File: src/rtl/fios_res_collector.sv
// Collects the FIOS result digits from the last PE, propagates carries, and drains them downstream.
// Define FIOS_RES_FINAL_SUB_EN to add the conditional final subtraction of the modulus.
module fios_res_collector #(
   parameter int S     = 8,
   parameter int CNT_W = $clog2(S+1)
) (
   input  logic        clock_i,
   input  logic        reset_i,
   input  logic        digit_valid_i,
   input  logic [16:0] RES_i,
   input  logic [16:0] carry_i,
   input  logic [16:0] p_i,
   input  logic        last_i,
   input  logic        res_ready_i,
   output logic        res_valid_o,
   output logic [16:0] res_o,
   output logic        res_last_o,
   output logic        top_o,
   output logic        busy_o,
   output logic        err_o
);
   localparam int AW = (S > 1) ? $clog2(S) : 1;

   typedef enum logic [1:0] {IDLE, COLLECT, DRAIN} state_t;

   state_t           state_q, state_d;
   logic [CNT_W-1:0] cidx_q, cidx_d, didx_q, didx_d;
   logic [17:0]      acc_q, acc_d;
   logic             err_q, err_d;
   logic [16:0]      buf_r_q [S];
   logic [34:0]      v;
   logic [17:0]      acc_next;
   logic             accept, idx_last, drain_last, top_fin;

   assign v          = 35'(RES_i) + 35'(acc_q);
   assign acc_next   = v[34:17] + 18'(carry_i);
   assign top_fin    = (acc_next != 18'd0);
   assign accept     = digit_valid_i && (state_q != DRAIN);
   assign idx_last   = (cidx_q == CNT_W'(S-1));
   assign drain_last = (didx_q == CNT_W'(S-1));

`ifdef FIOS_RES_FINAL_SUB_EN
   logic        bw_q, bw_d, sel_q, sel_d;
   logic [16:0] buf_d_q [S];
   logic [17:0] diff;

   assign diff = {1'b0, v[16:0]} - {1'b0, p_i} - {17'b0, bw_q};
`else
   logic top_q, top_d;
   logic unused_p;

   assign unused_p = ^p_i;
`endif

   always_comb begin
      state_d = state_q;
      cidx_d  = cidx_q;
      didx_d  = didx_q;
      acc_d   = acc_q;
      err_d   = err_q;
`ifdef FIOS_RES_FINAL_SUB_EN
      bw_d    = bw_q;
      sel_d   = sel_q;
`else
      top_d   = top_q;
`endif
      unique case (state_q)
         IDLE, COLLECT: begin
            if (digit_valid_i) begin
               state_d = COLLECT;
               acc_d   = acc_next;
               cidx_d  = cidx_q + CNT_W'(1);
`ifdef FIOS_RES_FINAL_SUB_EN
               bw_d    = diff[17];
`endif
               // A misplaced or missing last_i still closes the result so the drain stays in lockstep.
               if (last_i || idx_last) begin
                  state_d = DRAIN;
                  acc_d   = '0;
                  cidx_d  = '0;
                  if (last_i != idx_last) err_d = 1'b1;
                  if (|acc_next[17:1])    err_d = 1'b1;
`ifdef FIOS_RES_FINAL_SUB_EN
                  bw_d    = 1'b0;
                  sel_d   = top_fin | ~diff[17];
`else
                  top_d   = top_fin;
`endif
               end
            end
         end
         DRAIN: begin
            if (digit_valid_i) err_d = 1'b1;
            if (res_ready_i) begin
               didx_d = didx_q + CNT_W'(1);
               if (drain_last) begin
                  didx_d  = '0;
                  state_d = IDLE;
               end
            end
         end
         default: state_d = IDLE;
      endcase
   end

   always_ff @(posedge clock_i or posedge reset_i) begin
      if (reset_i) begin
         state_q <= IDLE;
         cidx_q  <= '0;
         didx_q  <= '0;
         acc_q   <= '0;
         err_q   <= 1'b0;
`ifdef FIOS_RES_FINAL_SUB_EN
         bw_q    <= 1'b0;
         sel_q   <= 1'b0;
`else
         top_q   <= 1'b0;
`endif
      end else begin
         state_q <= state_d;
         cidx_q  <= cidx_d;
         didx_q  <= didx_d;
         acc_q   <= acc_d;
         err_q   <= err_d;
`ifdef FIOS_RES_FINAL_SUB_EN
         bw_q    <= bw_d;
         sel_q   <= sel_d;
`else
         top_q   <= top_d;
`endif
      end
   end

   // Digit storage needs no reset: contents are only read after a full collect.
   always_ff @(posedge clock_i) begin
      if (accept) begin
         buf_r_q[cidx_q[AW-1:0]] <= v[16:0];
`ifdef FIOS_RES_FINAL_SUB_EN
         buf_d_q[cidx_q[AW-1:0]] <= diff[16:0];
`endif
      end
   end

   assign res_valid_o = (state_q == DRAIN);
   assign res_last_o  = res_valid_o && drain_last;
   assign busy_o      = (state_q != IDLE);
   assign err_o       = err_q;
`ifdef FIOS_RES_FINAL_SUB_EN
   assign res_o = sel_q ? buf_d_q[didx_q[AW-1:0]] : buf_r_q[didx_q[AW-1:0]];
   assign top_o = 1'b0;
`else
   assign res_o = buf_r_q[didx_q[AW-1:0]];
   assign top_o = res_last_o & top_q;
`endif

endmodule

File: config.mk
export PLATFORM = sky130hd
export DESIGN_NAME = fios_res_collector
export DESIGN_NICKNAME = d
export VERILOG_FILES = /design/src/rtl/fios_res_collector.sv
export SDC_FILE = /design/constraint.sdc
export NUM_CORES = 1
export LEC_CHECK = 0
export CORE_UTILIZATION = 43
export CTS_BUF_LIST = sky130_fd_sc_hd__clkbuf_8
export DETAILED_ROUTE_END_ITERATION = 16
export PLACE_DENSITY = 0.73
export SKIP_LAST_GASP = 1
export SYNTH_ARGS = -nofsm -noshare
export SYNTH_HDL_FRONTEND = slang
export SYNTH_SLANG_ARGS = --single-unit
File: constraint.sdc
create_clock -name clock_i -period 7.4 [get_ports clock_i]
set_input_delay 1.48 -clock clock_i [delete_from_list [all_inputs] [get_ports clock_i]]
set_output_delay 1.48 -clock clock_i [all_outputs]
set_load 0.05 [all_outputs]
==> results.cfg, run 1 <==
[run_status]
status = finished clean

[global_route]
antenna_found_initial = 0
track_usage_pct = 17.84
use_met2_pct = 30.73
grt.busiest_layer = met2
grt_max_degree = 38
gr-usage-met1_pct = 22.48
grt_pass1_vias = 4640
use_met3_pct = 3.281
grt-ovfl-total = 0
grt_first_pass_wirelength_um = 24350

[floorplan]
die_x_um = 135.9
core_region_area_um2 = 17420
dieArea_um2 = 18480
initial_core_util_pct = 44.29
num_rows = 48
die_h_um = 135.9
boundaryPins = 78

[final_layout]
nFillCells = 1460
instances_no_fill = 820
nets = 662
diodes = 0
drive_gt1_share_pct = 17.48
areaGrowthSynthToFinish_pct = 16.25

[clocking]
htree_levels = 4
cts_resized = 0
cts_root_buf = clkbuf_8
cts_tree = done
post_cts_buffers = 0
cts-buffers-inserted = 17
ctsHoldBuffers = 0
clk_pin_slew_ps = 80
clock-sinks = 166
clk_latency_ps = 440
clockBufferDepth = 2

[timing]
layout_min_cycle_time_ps = 6330
drv_slew = 0
fin_skew_ps = 11.75
clock.fmax_mhz = 158.0
min_period_over_period_pct = 85.54
final-hold-violation-count = 0
rsz0062_at_grt = no
setup_violations = 0
slew_headroom_pct = 22.87
final.setup.tns_ps = 0
tightest_slew_ps = 1156

[synthesis]
yosysMostFrequentCell = edfxtp_1
synth_enable_flop_cells = 136
ys_seq_area_share_pct = 62.68
synth_top_flop_cell = edfxtp_1
ys_types = 56
yosys-top-cells-count = edfxtp_1, nand2_1, mux4_2
ys_async_sr_fraction_pct = 18.07
yosysWarnings = 0
syn_inst = 521
syn-num-nets = 601
syn-cell-area_um2 = 7714
synth_area_leaders = edfxtp_1, mux4_2, dfrtp_1, ha_1, mux2_2
yosysTopAreaCell = edfxtp_1
avgSynthCellArea_um2 = 14.81
netlist.area_leader.share_pct = 52.94
ys_ff_latch = 166

[pwr]
p_int_uw = 2317
p_per_area_nw_per_um2 = 409.4
p_comb_share_pct = 41.4
leakage_uw = 0.003119
sw_frac_of_total_pct = 36.89
sequentialPowerShare_pct = 40.9
irDropWorstVdd_v = 0.0003037
switching_power_uw = 1354
clockPowerShare_pct = 17.7

[worst_hold_path]
hp-class = flop to flop
hold_depth = 1

[setup_path]
critical-path-top-delay-family = simple AND/OR/NAND/NOR gates
cp_max_fo = 4
cp_num_cells = 19
crit_type = primary input to flop
crit_path_start_kind = primary input
arrival_ps = 6660
slowest_delay_ps = 500
worstPathRequired_ps = 7730
crit_buf_inv = 3
worstRegToRegCells = 18
crit_path_end_kind = flop
critPathSlowestCell = nor4_1
crit_chain = clkdlybuf4s50_1 > ha_1 > inv_1 > fa_1 > nor2b_1 > o31ai_1 > a211oi_1 > a21o_1 > nand2_1 > a31oi_1 > inv_1 > fa_1 > nand3b_1 > nor4_1 > xnor2_1 > and4_1 > nand4b_1 > or4_1 > a221o_1

[place]
io_buffers = 60
dp_hpwl_um = 10300
gp_congestion = 0.9344
dp_cells = 788

[run]
cap_violations = 0

[detailed_routing]
wl_per_cell_um = 18.54
antenna_left = 0
drt_wl_total_um = 15200
first_pass_iters = 4
drt_drc_violations_left = 0
drt_iter0_drc = 251
via_per_inst = 5.483
vias = 4496
[cell families (layout without fill, tap and decap cells)]
family / Yosys count / count (layout) / synth area share (%)
xor gates and xnor gates: 29 / 29 / 3.293
buffers and inverters: 31 / 105 / 1.687
adders and majority gates: 24 / 24 / 4.088
AOI/OAI and AO/OA: 73 / 73 / 5.726
muxes: 56 / 56 / 13.09
and+or+nand+nor: 142 / 142 / 9.440
DFF: 166 / 166 / 62.68
[worst reg2reg max path: cells and delay by family, from the launching register on]
| family | cells | cell delay, ps |
|---|---|---|
| XOR/XNOR | 1 | 230 |
| AO/OA/AOI/OAI | 5 | 1470 |
| flip-flops | 1 | 370 |
| buffers and inverters | 2 | 180 |
| adder cells (fa/ha/maj) | 3 | 1040 |
| AND/OR/NAND/NOR | 7 | 1770 |
[placed cells by master (no fill, tap or decap), drive strengths merged, types with 5 or more instances in the layout]
master         count
nand2b             9
a21o               6
edfxtp           136
nor3               8
and3               5
dfrtp             30
inv               15
nor2              30
clkbuf            19
clkdlybuf4s50     60
nor2b              5
xor2              10
nand3             17
nand2             42
xnor2             19
mux2              19
mux4              34
ha                22
o21ai             30
a21oi             15
nand4              5
[power by group through the flow]
stage	logic (µW)	registers (µW)	clock network, µW
after floorplan	1160	1420	0
after global placement	1480	1510	0
after detailed placement	1530	1530	0
after CTS	1530	1510	658
after global routing	1650	1530	693
final	1520	1500	649
[area by class of cell]
cell class              count  area (µm²)  area share (%)
inverters                  11       41.29          0.4604
clock inverters            13       143.9           1.605
multi-input cells         324        2786           31.07
repair buffers             62       615.6           6.865
clock buffers              19       261.5           2.916
flip-flops and latches    166        4837           53.94
well taps                 225       281.5           3.139
[metrics by stage]
step,instance area (µm²),util (%),hold slack (ps),total power (µW),setup slack (ps)
4_1_cts,8967,51.49,483.8,3700,1079
5_1_grt,8967,51.49,508.6,3867,767.2
3_3_place_gp,8562,49.16,459.6,2988,721.5
6_report,8967,51.49,480.2,3671,1070
2_1_floorplan,7714,-,442.8,2586,1708
3_5_place_dp,8562,49.16,467.6,3057,640.5
[worst paths after layout]
path | from | end | slack, ps
min in group asynchronous | reset_i | acc_q[10] | 1650
hold reg to reg | cidx_q[3] | cidx_q[3] | 480
setup / recovery | RES_i[0] | err_o | 1070
hold / removal | cidx_q[3] | cidx_q[3] | 480
max in group asynchronous | reset_i | didx_q[1] | 4980
setup reg to reg | acc_q[0] | err_o | 2230
[state kept, by name, indices dropped and copies added, names as in the netlist]
name and cells:
acc_q 18, buf_r_q 136, cidx_q 4, didx_q 4, err_o 1, state_q 2
top_q 1
[routing by layer]
layer  vias up  routed length, µm
met5         -                  0
met4         0                291
li1       2124                  -
met3        24                571
met1      2250               6660
met2        98               7676
Power figures use the tool's default switching activity.
==> run 2, diff against run 1 <==
--- a/config.mk
+++ b/config.mk
@@ -5,6 +5,7 @@
 export SDC_FILE = /design/constraint.sdc
 export NUM_CORES = 1
 export LEC_CHECK = 0
+export CAP_MARGIN = 20
 export CORE_UTILIZATION = 43
 export CTS_BUF_LIST = sky130_fd_sc_hd__clkbuf_8
 export DETAILED_ROUTE_END_ITERATION = 16
==> run 2 against run 1 <==
  * Core utilization rose by 0.55 points
  * Clock power down 1%
  * First-iteration DRC count shrank 1.2%
  * Design area grew 1.1%
  * Count of clock-buffer cells in the layout down 2
  * Routed wire length grew 0.44%
  * Worst setup slack improved by 26 ps
  * Sequential share of layout area is 0.57 points lower
  * Global-route usage is 0.070 points higher
  * Clock skew decreased by 4.9 ps
  * Power decreased by 0.13%
  * Largest cell class unchanged
  * Highest routed layer unchanged
==> results.cfg, run 2 (same netlist as run 1, synthesis figures left out) <==
[run_status]
status = finished clean

[detailed_routing]
drt_wl_total_um = 15270
antenna_left = 0
via_per_inst = 5.450
drt_drc_violations_left = 0
vias = 4502
wl_per_cell_um = 18.48
first_pass_iters = 5
drt_iter0_drc = 248

[timing]
slew_headroom_pct = 29.06
setup_violations = 0
fin_skew_ps = 6.874
final-hold-violation-count = 0
final.setup.tns_ps = 0
drv_slew = 0
rsz0062_at_grt = no
clock.fmax_mhz = 158.6
layout_min_cycle_time_ps = 6304
min_period_over_period_pct = 85.19
tightest_slew_ps = 1064

[final_layout]
final_cell_mix = edfxtp_1, clkdlybuf4s50_1, nand2_1
instances_no_fill = 826
largest_reg_flops = 136
nets = 668
fin_util_pct = 52.03
diodes = 0
areaGrowthSynthToFinish_pct = 17.49
final_common_cell = edfxtp_1
nFillCells = 1424
drive_gt1_share_pct = 18.30

[clocking]
ctsHoldBuffers = 0
clock-sinks = 166
post_cts_buffers = 0
clk_pin_slew_ps = 80
cts_tree = done
cts_root_buf = clkbuf_8
cts_resized = 0
cts-buffers-inserted = 17
clk_latency_ps = 440
clockBufferDepth = 2
htree_levels = 4

[global_route]
antenna_found_initial = 0
grt-ovfl-total = 0
grt_max_degree = 38
grt_first_pass_wirelength_um = 24430
track_usage_pct = 17.91
grt_pass1_vias = 4713

[setup_path]
worstRegToRegCells = 18
r2r-end = err_o
crit_path_start_kind = primary input
worstPathRequired_ps = 7730
crit_path_end_kind = flop
arrival_ps = 6640
crit_chain = clkdlybuf4s50_1 > ha_1 > inv_1 > fa_1 > nor2b_1 > o31ai_1 > a211oi_1 > a21o_1 > nand2_1 > a31oi_1 > inv_1 > fa_1 > nand3b_1 > nor4_1 > xnor2_1 > and4_1 > nand4b_1 > or4_1 > a221o_1
timing.critical_path.from = RES_i[0]
crit_type = primary input to flop
reg2reg_from = acc_q[0]
cp_max_fo = 4
r2r_setup_slack_ps = 2240
critPathSlowestCell = nor4_1
slowest_delay_ps = 490

[worst_hold_path]
hold_depth = 1
hp-class = flop to flop
hp-start = cidx_q[3]
min_to = cidx_q[3]

[floorplan]
die_h_um = 135.9
initial_core_util_pct = 44.29
core_region_area_um2 = 17420
die_x_um = 135.9
dieArea_um2 = 18480
boundaryPins = 78
num_rows = 48

[run]
cap_violations = 0

[place]
io_buffers = 60
gp_congestion = 0.9344
dp_cells = 792
dp_hpwl_um = 10720

[pwr]
p_per_area_nw_per_um2 = 404.5
irDropWorstVdd_v = 0.0002785
leakage_uw = 0.003155
## run 2: cell count changes in the layout (fill, tap and decap cells not counted), sizes merged
cell,before,now
clkbuf,19,17
inv,15,16
buf,2,8
clkinvlp,2,3
## run 2: power by group
group	internal (µW)	switching, µW	total [µW]	leakage, µW
Combinational	609	916	1520	0.00134
Clock	330	310	640	0.000204
Sequential	1370	136	1500	0.00161
## run 2: critical path, delay by kind of cell
kind                     cells  cell delay, ps
AND/OR/NAND/NOR              7            1730
XOR/XNOR                     1             230
adder cells (fa/ha/maj)      3            1040
buffers and inverters        3             660
AO/OA/AOI/OAI                5            1480
## run 2: how the worst max path moves through the flow
stage | endpoint | slack, ps
floorplan | err_o | 1710
global placement | err_o | 720
detailed placement | err_o | 660
CTS | err_o | 1120
global route | err_o | 840
finish | err_o | 1100
## run 2: metal layers
layer | GRT usage, % | vias up | routed length (µm)
met5 | 0 | - | 0
met2 | 31.21 | 103 | 7890
met3 | 3.952 | 11 | 583
li1 | - | 2138 | -
met1 | 22.39 | 2250 | 6661
met4 | 5.062 | 0 | 130
## run 2: area by class of cell
class / instances / area [µm²] / share of cell area (%)
clock buffers: 17 / 234.0 / 2.582
well taps: 225 / 281.5 / 3.106
repair buffers: 68 / 718.2 / 7.925
clock inverters: 15 / 163.9 / 1.809
multi-input cells: 324 / 2786 / 30.75
inverters: 11 / 41.29 / 0.4556
flip-flops and latches: 166 / 4837 / 53.38
## run 2: stage by stage
step	hold WS (ps)	power (µW)	setup slack [ps]	area, µm²
6_report	476.1	3666	1096	9062
5_1_grt	508.6	3864	842.5	9062
4_1_cts	484.0	3698	1119	9020
3_5_place_dp	467.6	3060	660.7	8622
3_3_place_gp	459.6	2988	721.5	8562
2_1_floorplan	442.8	2586	1708	7714
==> run 3, diff against run 2 <==
--- a/config.mk
+++ b/config.mk
@@ -14,3 +14,4 @@
 export SYNTH_ARGS = -nofsm -noshare
 export SYNTH_HDL_FRONTEND = slang
 export SYNTH_SLANG_ARGS = --single-unit
+export TNS_END_PERCENT = 100
==> results of run 3 <==
The final DEF is identical to that of run 2; final timing and power are the same.
